File: src/rtl/seg7_pkg.sv
// Shared glyph patterns and sizing helper for the seven-segment scan driver.
// Patterns are active-high a..g (bit0=a); the driver inverts them for common-anode pins.
package seg7_pkg;

  localparam logic [6:0] SEG_PAT_0 = 7'h3F;
  localparam logic [6:0] SEG_PAT_1 = 7'h06;
  localparam logic [6:0] SEG_PAT_2 = 7'h5B;
  localparam logic [6:0] SEG_PAT_3 = 7'h4F;
  localparam logic [6:0] SEG_PAT_4 = 7'h66;
  localparam logic [6:0] SEG_PAT_5 = 7'h6D;
  localparam logic [6:0] SEG_PAT_6 = 7'h7D;
  localparam logic [6:0] SEG_PAT_7 = 7'h07;
  localparam logic [6:0] SEG_PAT_8 = 7'h7F;
  localparam logic [6:0] SEG_PAT_9 = 7'h6F;
  localparam logic [6:0] SEG_PAT_A = 7'h77;
  localparam logic [6:0] SEG_PAT_B = 7'h7C;
  localparam logic [6:0] SEG_PAT_C = 7'h39;
  localparam logic [6:0] SEG_PAT_D = 7'h5E;
  localparam logic [6:0] SEG_PAT_E = 7'h79;
  localparam logic [6:0] SEG_PAT_F = 7'h71;

  // Active-low "all segments dark".
  localparam logic [6:0] SEG_OFF = 7'h7F;

  function automatic int idx_width(input int n);
    return (n <= 1) ? 1 : $clog2(n);
  endfunction

endpackage

File: src/rtl/seven_segment_glyph_rom.sv
// Nibble to active-low segment pattern; purely combinational, zero latency.
// Codes 10-15 render as hex letters only when HEX_MODE is set, otherwise dark.
module seven_segment_glyph_rom
  import seg7_pkg::*;
#(
  parameter int HEX_MODE = 0
) (
  input  logic [3:0] nibble,
  output logic [6:0] seg_n
);

  logic [6:0] pat;

  always_comb begin
    pat = 7'h00;
    case (nibble)
      4'h0: pat = SEG_PAT_0;
      4'h1: pat = SEG_PAT_1;
      4'h2: pat = SEG_PAT_2;
      4'h3: pat = SEG_PAT_3;
      4'h4: pat = SEG_PAT_4;
      4'h5: pat = SEG_PAT_5;
      4'h6: pat = SEG_PAT_6;
      4'h7: pat = SEG_PAT_7;
      4'h8: pat = SEG_PAT_8;
      4'h9: pat = SEG_PAT_9;
      4'hA: pat = (HEX_MODE != 0) ? SEG_PAT_A : 7'h00;
      4'hB: pat = (HEX_MODE != 0) ? SEG_PAT_B : 7'h00;
      4'hC: pat = (HEX_MODE != 0) ? SEG_PAT_C : 7'h00;
      4'hD: pat = (HEX_MODE != 0) ? SEG_PAT_D : 7'h00;
      4'hE: pat = (HEX_MODE != 0) ? SEG_PAT_E : 7'h00;
      4'hF: pat = (HEX_MODE != 0) ? SEG_PAT_F : 7'h00;
      default: pat = 7'h00;
    endcase
    seg_n = ~pat;
  end

endmodule

File: src/rtl/seven_segment_scan_driver.sv
// Time-multiplexed N-digit common-anode driver with LZ blanking, blink and dead time.
// All outputs registered; segment data latched at each slot start. Free-running, no backpressure.
module seven_segment_scan_driver
  import seg7_pkg::*;
#(
  parameter int NUM_DIGITS   = 4,
  parameter int SLOT_CYCLES  = 50000,
  parameter int DEAD_CYCLES  = 2,
  parameter int BLINK_FRAMES = 64,
  parameter int HEX_MODE     = 0
) (
  input  logic                    clk,
  input  logic                    rst_n,
  input  logic                    load,
  input  logic [4*NUM_DIGITS-1:0] digits_in,
  input  logic [NUM_DIGITS-1:0]   dp_in,
  input  logic [NUM_DIGITS-1:0]   blink_mask,
  input  logic                    lz_blank,
  output logic [6:0]              segments,
  output logic                    dp,
  output logic [NUM_DIGITS-1:0]   anodes,
  output logic                    frame_done
);

  localparam int IW = idx_width(NUM_DIGITS);
  localparam int CW = idx_width(SLOT_CYCLES);
  localparam int FW = idx_width(BLINK_FRAMES);

  localparam logic [CW-1:0] SLOT_LAST = CW'(SLOT_CYCLES - 1);
  localparam logic [CW-1:0] DEAD_LEN  = CW'(DEAD_CYCLES);
  localparam logic [IW-1:0] IDX_LAST  = IW'(NUM_DIGITS - 1);
  localparam logic [FW-1:0] FR_LAST   = FW'(BLINK_FRAMES - 1);

  logic [4*NUM_DIGITS-1:0] sh_digits;
  logic [NUM_DIGITS-1:0]   sh_dp, sh_blink;

  logic [CW-1:0] slot_cnt, cnt_nxt;
  logic [IW-1:0] idx, idx_nxt;
  logic [FW-1:0] frame_cnt, frame_nxt;
  logic          phase_on, phase_nxt;
  logic          slot_wrap, frame_end;

  logic [3:0]            nib_arr [NUM_DIGITS];
  logic [NUM_DIGITS-1:0] lz_mask;
  logic                  zero_above;
  logic [6:0]            glyph_n, seg_d;
  logic                  blink_off, dp_d;
  logic [NUM_DIGITS-1:0] an_d;

  // Every output register is loaded from the next-cycle counter view so that the
  // registered pins line up with the slot counter value they belong to.
  always_comb begin
    slot_wrap = (slot_cnt == SLOT_LAST);
    frame_end = slot_wrap && (idx == IDX_LAST);
    cnt_nxt   = slot_wrap ? '0 : slot_cnt + 1'b1;
    idx_nxt   = idx;
    if (slot_wrap) idx_nxt = (idx == IDX_LAST) ? '0 : idx + 1'b1;
    frame_nxt = frame_cnt;
    phase_nxt = phase_on;
    if (frame_end) begin
      frame_nxt = (frame_cnt == FR_LAST) ? '0 : frame_cnt + 1'b1;
      if (frame_cnt == FR_LAST) phase_nxt = ~phase_on;
    end
  end

  // Digit i is a leading zero when it and every more-significant nibble are zero.
  always_comb begin
    zero_above = 1'b1;
    lz_mask    = '0;
    for (int i = NUM_DIGITS - 1; i >= 0; i--) begin
      nib_arr[i] = sh_digits[4*i +: 4];
      zero_above = zero_above & (nib_arr[i] == 4'h0);
      lz_mask[i] = lz_blank && (i != 0) && zero_above;
    end
  end

  seven_segment_glyph_rom #(
    .HEX_MODE (HEX_MODE)
  ) u_glyph (
    .nibble (nib_arr[idx_nxt]),
    .seg_n  (glyph_n)
  );

  always_comb begin
    blink_off = !phase_nxt && sh_blink[idx_nxt];
    seg_d     = (blink_off || lz_mask[idx_nxt]) ? SEG_OFF : glyph_n;
    dp_d      = blink_off ? 1'b1 : ~sh_dp[idx_nxt];
    an_d      = '1;
    if (cnt_nxt >= DEAD_LEN) an_d[idx_nxt] = 1'b0;
  end

  always_ff @(posedge clk or negedge rst_n) begin
    if (!rst_n) begin
      sh_digits  <= '0;
      sh_dp      <= '0;
      sh_blink   <= '0;
      slot_cnt   <= '0;
      idx        <= '0;
      frame_cnt  <= '0;
      phase_on   <= 1'b1;
      segments   <= SEG_OFF;
      dp         <= 1'b1;
      anodes     <= '1;
      frame_done <= 1'b0;
    end else begin
      if (load) begin
        sh_digits <= digits_in;
        sh_dp     <= dp_in;
        sh_blink  <= blink_mask;
      end
      slot_cnt   <= cnt_nxt;
      idx        <= idx_nxt;
      frame_cnt  <= frame_nxt;
      phase_on   <= phase_nxt;
      anodes     <= an_d;
      frame_done <= (cnt_nxt == SLOT_LAST) && (idx_nxt == IDX_LAST);
      if (cnt_nxt == '0) begin
        segments <= seg_d;
        dp       <= dp_d;
      end
    end
  end

endmodule

File: config.mk
export PLATFORM = sky130hd
export DESIGN_NAME = seven_segment_scan_driver
export DESIGN_NICKNAME = d
export VERILOG_FILES = /design/src/rtl/seg7_pkg.sv /design/src/rtl/seven_segment_glyph_rom.sv /design/src/rtl/seven_segment_scan_driver.sv
export SDC_FILE = /design/constraint.sdc
export NUM_CORES = 1
export LEC_CHECK = 0
export BUFFER_PORTS_ARGS = -buffer_cell sky130_fd_sc_hd__buf_2
export CORE_MARGIN = 2
export CORE_UTILIZATION = 60
export CTS_CLUSTER_DIAMETER = 150
export DETAILED_ROUTE_END_ITERATION = 7
export PLACE_DENSITY = 0.82
export SLEW_MARGIN = 20
export SYNTH_ARGS = -nofsm -noshare
export SYNTH_HDL_FRONTEND = slang
export SYNTH_HIERARCHICAL = 1
export SYNTH_SLANG_ARGS = --single-unit
File: constraint.sdc
create_clock -name clk -period 6.5 [get_ports clk]
set_input_delay 0.65 -clock clk [delete_from_list [all_inputs] [get_ports clk]]
set_output_delay 0.65 -clock clk [all_outputs]
set_load 0.02 [all_outputs]
After elaboration in Yosys (flattened, before gate mapping)
Memory sizes are Yosys's and may differ from the RTL's.
Cells that the tools add are included.

word-level totals
  register bits after elaboration = 62
  bits in read-only memories = 112
  word-level logic and storage cells = 64
  memories = 1

memories
  name              words  bits a word  read ports  clocked after Yosys merged registers in  wr ports  line                           text
  (name not given)  16     7            1           0                                        0         seven_segment_glyph_rom.sv:16  case (nibble)

operators by class
  add/subtract/negate cells = 3
  order comparisons = 4
  equality and inequality tests = 5
  muxes and demuxes = 20
  bitwise operators = 7
  reductions and logical operators = 13

operators by type and width
  kind                   number
  $eq 16x16->1 const B   2
  $add 16x1->16 const B  1
  $ge 16x2->1 const B    1
  $logic_not 16->1       1
  $mux 16                1
  $logic_not 4->1        3
  $mux 4                 3
  $bmux 4 s2             1
  $logic_and 1x1->1      7
  $mux 1                 7
  $mux 7                 1
  $not 7->7              1
  $add 6x1->6 const B    1
  $bmux 1 s2             3
  $eq 6x6->1 const B     1
  $mux 6                 1
  $eq 2x2->1 const B     2
  $mux 2                 2
  $not 4->4              1
  $ge 3x3->1 const B     1
  $lt 2x3->1 const B     1
  $not 2->3              1
  $add 2x1->2 const B    1
  $and 1x1->1            2
  5 further kinds        6

Longest topological paths before layout
Gate-level depths: netlist of run 1.
An unclocked memory read counts as a cell.

  word-level depth = 10
  gate-level depth with buffers = 15
  gate-level depth less buffers = 14

Modules after synthesis
The synthesis of run 1 kept the hierarchy.

by module, submodules not included
  module                     times used  cells an instance  area each (sq um)
  seven_segment_scan_driver  1           291                3,178.0
  seven_segment_glyph_rom    1           28                 190.2

Worst setup path after synthesis of run 1
Ideal clock, no wire load.

  path kind = register to register
  start point = register slot_cnt[5]
  end point = register segments[3]
  library setup time = 0.095 ns
  arrival = 3.445 ns
  path slack = 2.960 ns
  cell stages (with the launch flop) = 16
  period minus slack after synthesis = 3.540 ns
  path through = dfrtp_1 > buf_6 > or4b_4 > o41ai_1 > a21boi_1 > buf_2 > buf_2 > mux2i_1 > a21oi_1 > inv_1 > ha_1 > or2_1 > a21oi_2 > a31oi_1 > a21oi_1 > a2bb2oi_1

on the way
  cells in the longest elaborated chain, start to end = 9

RTL lines
  item                                        line                              text
  from (decl)                                 seven_segment_scan_driver.sv:37   logic [CW-1:0] slot_cnt, cnt_nxt;
  from (signal assigned)                      seven_segment_scan_driver.sv:111  slot_cnt <= cnt_nxt;
  $eq 16x16->1                                seven_segment_scan_driver.sv:53   slot_wrap = (slot_cnt == SLOT_LAST);
  $mux 2                                      seven_segment_scan_driver.sv:57   if (slot_wrap) idx_nxt = (idx == IDX_LAST) ? '0 : idx + 1'b1;
  $not 2->3 (not written as such)             seven_segment_scan_driver.sv:80   .nibble (nib_arr[idx_nxt]),
  $bmux 4 s2                                  seven_segment_scan_driver.sv:80
  $mux 4 (not written as such) (2 in series)  seven_segment_scan_driver.sv:80
  $mem_v2 16x7                                --
  $not 7->7                                   seven_segment_glyph_rom.sv:35     seg_n = ~pat;
  via glyph_n[3]                              seven_segment_scan_driver.sv:46   logic [6:0] glyph_n, seg_d;
  $mux 7                                      seven_segment_scan_driver.sv:86   seg_d = (blink_off || lz_mask[idx_nxt]) ? SEG_OFF : glyph_n;
  to (signal assigned)                        seven_segment_scan_driver.sv:118  segments <= seg_d;
  to (decl)                                   seven_segment_scan_driver.sv:19   output logic [6:0] segments,

The timed path passes the listed nets, and every way through them passes these cells. The select of a mux whose other input is x is not followed.
A chain may end at the register's enable or synchronous reset.

Worst setup path in the final report of run 1
  start point = register slot_cnt[0]
  end point = register segments[3]

Same word-level chain as after synthesis.

==> metrics, run 1 <==
crit path cell chain ha_1 > nand3_1 > nor4_4 > a21boi_1 > buf_4 > nor2b_1 > a211oi_1 > a21oi_1 > inv_1 > ha_1 > or2_1 > a21oi_2 > a31oi_1 > a21oi_1 > a2bb2oi_1; via density per instance 5.98; Max Freq between 200 and 300 MHz; clk_skew around 0.011 ns; Cells after Synth 319; syn_nets 358; clock latency on the worst-skew pair 0.34 ns; max incr delay on CP 0.85 ns; Yosys top cell area share 36.4%; H-tree depth 3; Synth warnings 6; part of the cycle the worst path needs 59.9%; sequential power share between 50% and 60%; largest area contributor in the netlist dfrtp_1; WL/cell 16.8 microns; Mapped Avg Cell Area roughly 11 sq um; arrival time worst endpoint 4.15 ns; Crit. End Element register; initial cell density of the core 61.5%; status complete, no violations; Port Buf Inserts 40; Lkg Pwr approximately 1.7 nW; sequential area share after synthesis 46.5%; Sink Count 62; Final Setup Violations 0; internal power ~0.00061 W; Pwr Density roughly 220 nW/um^2; Async SR Flop Fraction 100%; io pins between 40 and 50; Core Box Area ~5500 sq um; Total Routed Length 7260 microns; Fillers 425; antenna-violating nets left 0; die width 78.9 microns; DRC viols 0; Slew Limit Fails 0; Max FO, Critical Path 20; Combinational Power Share 8.3%; ANT cells 0; Post-CTS Resized 0; total negative slack 0 ns; Hold Slack 0.446 ns; largest net degree at the start of global routing 63; VDD IR max 0.000145 V; root buffer cell clkbuf_8; share of post-route cells with drive strength above 1 29.1%; Max-Cap Viols 0; Hold Crit Class primary input to asynchronous set/reset pin; Final Hold Vio Count 0; Die Y 78.9 microns; first-iteration detailed-routing DRC count 252; CTS buffer count 9; Post CTS Setup Buffer Count 0; Post-synth EDFFs 0; synth top area cells dfrtp_1, dfstp_2, mux2_2, ha_1, xnor2_1; clock share of power about two fifths; CP required between 6 and 7 ns; vias in the first global route approximately 2,600; switch share 25.3%; GRT Overall Usage a little over a quarter; total power 0.000820 W; nets@finish 395; clock-pin slew on the worst setup and hold paths ~0.070 ns; CTS tree done; crit path launch type register; Mapped Area 3370 sq um; P_sw 0.000207 W; most common cell after layout, fill and taps aside dfrtp_1; first-pass GRT wire length ~13,000 microns; Pre-antenna DRT Iters 5; # hold bufs at CTS 0; register bit total from synthesis 62; post-route minimum period around 3.9 ns; RSZ-0062 raised after global routing no; Place WS between 2 and 3 ns; relative slew slack about two fifths; Core Util, Final between 60% and 70%; slowest CP cell nor4_4; Netlist cell types 56; row count 27; Slew @ Worst Pin 0.869 ns; Overflow after GRT 0; most frequent cells in the layout dfrtp_1, buf_2, mux2_2; critical path class register to register; HPWL after DPL 5080 microns; initial antenna violation count 0; final worst slack 2.61 ns; detailed-route via count roughly 2,600; Synth Flop Type dfrtp_1; area grow syn2layout 12.7%; clk buf depth 2; placer congestion estimate 0.916; die area 6230 sq um
[path summary, 6_finish.rpt]
check | start | end | slack [ns] | cells after the start
min in group clk | frame_cnt[4]$_DFFE_PN0P_ | frame_cnt[4]$_DFFE_PN0P_ | 0.47 | 1
max | slot_cnt[0]$_DFF_PN0_ | segments[3]$_DFFE_PN1N_ | 2.61 | 15
max reg2reg | slot_cnt[0]$_DFF_PN0_ | segments[3]$_DFFE_PN1N_ | 2.61 | 15
max in group asynchronous | rst_n | slot_cnt[9]$_DFF_PN0_ | 5.52 | 2
min | rst_n | slot_cnt[10]$_DFF_PN0_ | 0.45 | 2
min reg2reg | frame_cnt[4]$_DFFE_PN0P_ | frame_cnt[4]$_DFFE_PN0P_ | 0.47 | 1
[synth_stat cells, drive strengths merged (9+ instances only)]
master	instances
clkbuf	12
nor4	9
nand3	13
a21oi	18
nand2	18
o21ai	12
nor2	18
dfrtp	49
xnor2	10
inv	17
mux2	24
dfstp	13
ha	11
[power groups by stage]
stage / Sequential [W] / Combinational [W] / Clock [W]
finish: 0.000412 / 0.0000678 / 0.000340
global route: 0.000414 / 0.0000774 / 0.000363
CTS: 0.000412 / 0.0000685 / 0.000347
detailed placement: 0.000419 / 0.0000680 / 0
global placement: 0.000418 / 0.0000662 / 0
floorplan: 0.000415 / 0.0000458 / 0
[layer usage]
metal | global-route usage, % | part of all wire, % | up-vias
met2 | 42.2 | 49 | 72
met5 | 0 | 0 | -
li1 | - | - | 1229
met3 | 6.48 | 4.4 | 11
met1 | 35.1 | 45 | 1276
met4 | 8.10 | 1.3 | 0
[critical path: cells and delay by family, from the launching register on]
kind	cells	cell delay, ns
buffers and inverters	2	0.44
adders and majority gates	2	0.46
DFF	1	0.47
and+or+nand+nor	4	1.43
AOI/OAI and AO/OA	7	1.01
[state kept, by name (all words and copies together), names as in the netlist]
signal / cells
slot_cnt: 16
sh_digits: 16
anodes: 4
phase_on: 1
sh_blink: 4
frame_done: 1
idx: 2
segments: 7
frame_cnt: 6
dp: 1
sh_dp: 4
[cell type report]
cell class / count / area, sq um / area share (%)
clock buffers: 10 / 128 / 3.36
clock inverters: 6 / 71.3 / 1.88
inverters: 17 / 63.8 / 1.68
multi-input cells: 224 / 1660 / 43.7
flip-flops and latches: 62 / 1570 / 41.3
well taps: 72 / 90.1 / 2.37
repair buffers: 42 / 215 / 5.67
[metrics by stage]
step                std cells  cell area (sq um)
floorplan                 319               3370
global placement          417               3600
detailed placement        417               3600
CTS                       433               3790
global route              433               3790
finish                    433               3790
[cells by family (layout without fill, tap and decap cells)]
group | Yosys count | after routing | share of synthesized area [%]
compound gates | 64 | 64 | 13.2
buf+inv | 33 | 75 | 4.20
flops | 62 | 62 | 46.5
fa+ha+maj | 11 | 11 | 4.09
simple gates | 99 | 99 | 16.5
mux | 32 | 32 | 10.8
xor+xnor | 18 | 18 | 4.68
No activity file was read; power rests on OpenSTA's default activity.
==> run 2: changes to the inputs <==
--- a/config.mk
+++ b/config.mk
@@ -7,10 +7,10 @@
 export LEC_CHECK = 0
 export BUFFER_PORTS_ARGS = -buffer_cell sky130_fd_sc_hd__buf_2
 export CORE_MARGIN = 2
-export CORE_UTILIZATION = 60
+export CORE_UTILIZATION = 58
 export CTS_CLUSTER_DIAMETER = 150
 export DETAILED_ROUTE_END_ITERATION = 7
-export PLACE_DENSITY = 0.82
+export PLACE_DENSITY = 0.8
 export SLEW_MARGIN = 20
 export SYNTH_ARGS = -nofsm -noshare
 export SYNTH_HDL_FRONTEND = slang
==> constraint.sdc (replaced) <==
create_clock -name clk -period 3.7 [get_ports clk]
set_input_delay 0.37 -clock clk [delete_from_list [all_inputs] [get_ports clk]]
set_output_delay 0.37 -clock clk [all_outputs]
set_load 0.02 [all_outputs]
==> run 2 against run 1 <==
  * Critical path depth decreased by 1
  * Total power increased by 93%
  * First-iteration DRC count increased by 4.8%
  * Global-route usage decreased by 0.81 points
  * Combinational power increased by 78%
  * Count of clock-buffer cells in the layout unchanged
  * Clock power increased by 120%
  * Clock skew decreased by 0.0055 ns
  * Die area increased by 3.3%
  * Flip-flop and latch count unchanged
  * Largest cell class unchanged
  * Largest power group is now clock
==> metrics, run 2 (same netlist as run 1, synthesis figures left out) <==
share of post-route cells with drive strength above 1 31.0%; Crit. End Element register; Combinational Power Share approximately 7.6%; FF-to-FF Start slot_cnt[5]$_DFF_PN0_; cell area after layout approximately 3900 sq um; first-pass GRT wire length 12,400 microns; status complete, no violations; Pwr Density around 410 nW/um^2; CTS tree done; Max-Cap Viols 0; HPWL after DPL 5120 microns; relative slew slack a little over half; ANT cells 0; placed cell areas 3620 sq um; # hold bufs at CTS 0; DRC viols 0; placer congestion estimate 0.905; antenna-violating nets left 0; WL/cell between 15 and 20 microns; CP required roughly 4 ns; Worst R2R End segments[0]$_DFFE_PN1N_; via density per instance 6.09; most frequent cells in the layout dfrtp_1, buf_2, mux2_2; initial antenna violation count 0; worst reg2reg setup slack around 0.27 ns; VDD IR max 0.000247 V; root buffer cell clkbuf_8; Sink Count 62; crit-path most repeated cell a21oi_1; critical path class register to register; total negative slack 0 ns; R2R cell count 14; max incr delay on CP 0.61 ns; Hold Crit Class primary input to asynchronous set/reset pin; Top Registers sh_digits (16), slot_cnt (16), segments (7); clk buf depth 2; P_sw 0.000357 W; crit path cell chain or4b_4 > o41ai_2 > a21boi_1 > buf_4 > nor2b_1 > a211oi_1 > a21oi_1 > inv_1 > ha_1 > or2_1 > a21oi_2 > nor2_1 > a21oi_1 > a2bb2oi_1; crit path launch type register; Lkg Pwr 1.75 nW; # placed instances 420; clock latency on the worst-skew pair approximately 0.35 ns; post-route minimum period 3.43 ns; fin cells 440; initial cell density of the core 60.4%; cell family with most CP delay compound AO/OA/AOI/OAI gates; total power 0.00158 W; slowest CP cell or4b_4; H-tree depth 3; CP bufs+invs 2; area grow syn2layout 15.9%; part of the cycle the worst path needs 92.7%; nets@finish 402; Fillers 434; clk_skew ~0.0055 ns; Slew @ Worst Pin 0.692 ns; Slew Limit Fails 0; Total Routed Length 7310 microns; Final Setup Violations 0; first-iteration detailed-routing DRC count 264; Port Buf Inserts 40; most common cell after layout, fill and taps aside dfrtp_1; clock-pin slew on the worst setup and hold paths 0.07 ns; vias in the first global route 2,559; switch share between 20% and 30%; largest net degree at the start of global routing 37; row count 27; die width 80.2 microns; CTS buffer count 9; clock share of power 46.6%; GRT Overall Usage 25.3%; arrival time worst endpoint ~3.7 ns; die area around 6400 sq um; io pins 41; Hold Slack 0.0144 ns; Die Y 80.2 microns; Max Freq around 290 MHz; Overflow after GRT 0; Pre-antenna DRT Iters 5; Core Box Area 5570 sq um; RSZ-0062 raised after global routing no; detailed-route via count 2,681; sequential power share 45.7%; Max FO, Critical Path 20; internal power 0.00123 W; Final Hold Vio Count 0
## run 2: cell count changes in the layout (fill, tap and decap cells not counted), sizes merged
cell | before | now
buf | 42 | 49
bufinv | 1 | 3
clkinv | 2 | 3
clkinvlp | 2 | 0
inv | 18 | 17
## run 2: power groups by stage
stage / logic [W] / clock network [W] / registers [W]
after floorplan: 0.0000804 / 0 / 0.000728
after global placement: 0.000117 / 0 / 0.000735
after detailed placement: 0.000121 / 0 / 0.000736
after CTS: 0.000122 / 0.000750 / 0.000724
after global routing: 0.000139 / 0.000777 / 0.000727
final: 0.000121 / 0.000739 / 0.000725
## run 2: worst max path at each step
stage / start / endpoint / slack (ns) / cells past startpoint
2_1_floorplan: slot_cnt[5]$_DFF_PN0_ / segments[3]$_DFFE_PN1N_ / 0.16 / 15
3_3_place_gp: slot_cnt[5]$_DFF_PN0_ / segments[3]$_DFFE_PN1N_ / 0.38 / 13
3_5_place_dp: slot_cnt[5]$_DFF_PN0_ / segments[0]$_DFFE_PN1N_ / 0.25 / 14
4_1_cts: slot_cnt[5]$_DFF_PN0_ / segments[0]$_DFFE_PN1N_ / 0.19 / 14
5_1_grt: slot_cnt[5]$_DFF_PN0_ / segments[5]$_DFFE_PN1N_ / 0.03 / 14
6_report: slot_cnt[5]$_DFF_PN0_ / segments[0]$_DFFE_PN1N_ / 0.27 / 14
## run 2: area by class of cell
type / count / area [sq um] / share of cell area (%)
multi-input cells: 224 / 1670 / 42.7
flip-flops and latches: 62 / 1570 / 40.2
repair buffers: 49 / 268 / 6.86
clock buffers: 10 / 138 / 3.53
clock inverters: 6 / 109 / 2.79
well taps: 72 / 90.1 / 2.31
inverters: 17 / 63.8 / 1.64
## run 2: repair_timing
item / in CTS / in global routing
endpoints found under the setup margin: 0 / 7
buffers inserted: 0 / 4
gates resized for setup: 0 / 1
## run 2: metal layers
metal / wire, microns / vias to the layer above / global-route usage (%)
met5: 0 / - / 0
li1: - / 1249 / -
met1: 3260 / 1325 / 34.5
met4: 143 / 0 / 10.7
met3: 346 / 15 / 4.49
met2: 3570 / 92 / 39.9
## run 2: per-stage QoR
step           setup WS [ns]  utilization, %
6_report               0.269            70.0
5_1_grt               0.0267            70.0
4_1_cts                0.185            69.3
3_5_place_dp           0.248            64.9
3_3_place_gp           0.382            64.9
2_1_floorplan          0.160               -
==> run 3: changes to the inputs <==
--- a/config.mk
+++ b/config.mk
@@ -10,7 +10,8 @@
 export CORE_UTILIZATION = 58
 export CTS_CLUSTER_DIAMETER = 150
 export DETAILED_ROUTE_END_ITERATION = 7
-export PLACE_DENSITY = 0.8
+export PLACE_DENSITY = 0.84
+export SETUP_SLACK_MARGIN = 0.4
 export SLEW_MARGIN = 20
 export SYNTH_ARGS = -nofsm -noshare
 export SYNTH_HDL_FRONTEND = slang
==> run 3 against run 2 <==
  * Largest power group is now registers
  * Sequential power barely moved
  * Highest routed layer unchanged
  * Combinational power rose by 7%
  * Largest cell class unchanged
  * Worst setup slack improved by 0.20 ns
  * Critical path type unchanged
==> metrics, run 3 (same netlist as run 1, synthesis figures left out) <==
status complete, no violations; Final Setup Violations 0; CTS buffer count 9; Overflow after GRT 0; arrival time worst endpoint 3.49 ns; Pre-antenna DRT Iters 5; sequential power share 48.1%; Worst R2R End segments[3]$_DFFE_PN1N_; H-tree depth 3; most frequent cells in the layout dfrtp_1, buf_2, mux2_2; detailed-route via count 2,683; Place WS 0.318 ns; GRT Overall Usage approximately a quarter; Hold Crit Class primary input to asynchronous set/reset pin; die width approximately 80 microns; Final Hold Vio Count 0; R2R cell count 12; DRC viols 0; Slew Limit Fails 0; FF-to-FF Start slot_cnt[10]$_DFF_PN0_; crit path launch type register; placer congestion estimate roughly 0.91; Crit. End Element register; row count 27; via density per instance 6.03; Pwr Density 375 nW/um^2; cell family with most CP delay compound AO/OA/AOI/OAI gates; ANT cells 0; placed cell areas roughly 3600 sq um; clock share of power 43.4%; clock-pin slew on the worst setup and hold paths 0.07 ns; vias in the first global route 2,538; crit path cell chain or4bb_4 > o41ai_4 > a21boi_4 > buf_8 > mux2i_2 > a21oi_2 > ha_1 > or2_1 > a21oi_2 > a31oi_1 > a21oi_1 > a2bb2oi_1; io pins 41; CP required between 3 and 4 ns; VDD IR max 0.000272 V; # hold bufs at CTS 0; max incr delay on CP 0.59 ns; share of post-route cells with drive strength above 1 a little under two fifths; Sink Count 62; relative slew slack 51.8%; switch share 22.9%; post-route minimum period 3.23 ns; CTS tree done; Core Util, Final 72.1%; initial antenna violation count 0; clock latency on the worst-skew pair 0.34 ns; clk buf depth 2; initial cell density of the core 60.4%; first-pass GRT wire length 12,100 microns; final worst slack 0.466 ns; antenna-violating nets left 0; Lkg Pwr about 1.8 nW; Die Y 80.2 microns; part of the cycle the worst path needs 87.4%; Max Freq 309 MHz; Max-Cap Viols 0; internal power 0.00116 W; critical path class register to register; root buffer cell clkbuf_8; slowest CP cell or4bb_4; most common cell after layout, fill and taps aside dfrtp_1; die area 6430 sq um; largest net degree at the start of global routing 36; CP bufs+invs 1; Top Registers sh_digits (16), slot_cnt (16), segments (7); total power approximately 0.0015 W; Max FO, Critical Path 5; Combinational Power Share between 8 and 9%; HPWL after DPL 5000 microns; Total Routed Length 7550 microns; P_sw 0.000346 W; WL/cell 17.0 microns; Slew @ Worst Pin approximately 0.72 ns; Core Box Area around 5600 sq um; RSZ-0062 raised after global routing yes; crit-path most repeated cell a21oi_2; cell area after layout a little over 4000 sq um; nets@finish around 410; total negative slack 0 ns; first-iteration detailed-routing DRC count 285; clk_skew ~0.0075 ns; Port Buf Inserts 40; worst reg2reg setup slack about 0.47 ns; area grow syn2layout 19.4%
-- run 3: cell types whose count changed in the layout (fill, tap and decap cells not counted), sizes merged --
cell	previous run	this run
bufinv	3	2
buf	49	53
clkbuf	10	13
clkinv	3	2
-- run 3: cell type report --
type / instances / area, sq um
Timing Repair Buffer: 54 / 328
Fill cell: 387 / 1550
Multi-Input combinational cell: 224 / 1750
Clock inverter: 4 / 70.1
Tap cell: 72 / 90.1
Sequential cell: 62 / 1570
Clock buffer: 12 / 145
Inverter: 17 / 63.8
-- run 3: how the worst max path moves through the flow --
stage | from | end | slack [ns] | cells past startpoint
after CTS | slot_cnt[5]$_DFF_PN0_ | segments[3]$_DFFE_PN1N_ | 0.41 | 13
after floorplan | slot_cnt[5]$_DFF_PN0_ | segments[3]$_DFFE_PN1N_ | 0.40 | 15
after detailed placement | slot_cnt[5]$_DFF_PN0_ | segments[3]$_DFFE_PN1N_ | 0.32 | 10
after global placement | slot_cnt[5]$_DFF_PN0_ | segments[1]$_DFFE_PN1N_ | 0.44 | 11
after global routing | slot_cnt[10]$_DFF_PN0_ | segments[1]$_DFFE_PN1N_ | 0.31 | 12
final | slot_cnt[10]$_DFF_PN0_ | segments[3]$_DFFE_PN1N_ | 0.47 | 12
-- run 3: layer usage --
| layer | up-vias | GRT usage, % | part of all wire, % |
|---|---|---|---|
| li1 | 1253 | - | - |
| met1 | 1315 | 33.1 | 44 |
| met2 | 96 | 39.3 | 48 |
| met3 | 19 | 6.07 | 5.8 |
| met4 | 0 | 8.47 | 2.3 |
| met5 | - | 0 | 0 |
-- run 3: metrics by stage --
step | hold slack [ns] | std cells
6_report | 0.0359 | 445
3_3_place_gp | 0.396 | 419
4_1_cts | 0.0424 | 440
2_1_floorplan | 0.0744 | 319
3_5_place_dp | 0.408 | 419
5_1_grt | 0.0731 | 445
-- run 3: timing repair --
| action | in CTS | in global routing |
|---|---|---|
| setup buffers | 4 | 4 |
| setup endpoints to repair | 6 | 8 |
| pin swaps | 1 | 9 |
| resized for setup | 5 | 20 |
| gates cloned | 1 | 1 |
-- run 3: power groups by stage --
stage	Clock, W	Combinational [W]	Sequential [W]
detailed placement	0	0.000122	0.000735
floorplan	0	0.0000810	0.000728
CTS	0.000662	0.000124	0.000723
global route	0.000697	0.000145	0.000728
finish	0.000654	0.000129	0.000725
global placement	0	0.000117	0.000733
-- run 3: worst reg2reg max path, stage by stage (launching register included) --
cell and delay, ns:
dfrtp_2 0.43, or4bb_4 0.59, o41ai_4 0.41, a21boi_4 0.32, buf_8 0.16, mux2i_2 0.24, a21oi_2 0.11, ha_1 0.22
or2_1 0.21, a21oi_2 0.15, a31oi_1 0.06, a21oi_1 0.16, a2bb2oi_1 0.08
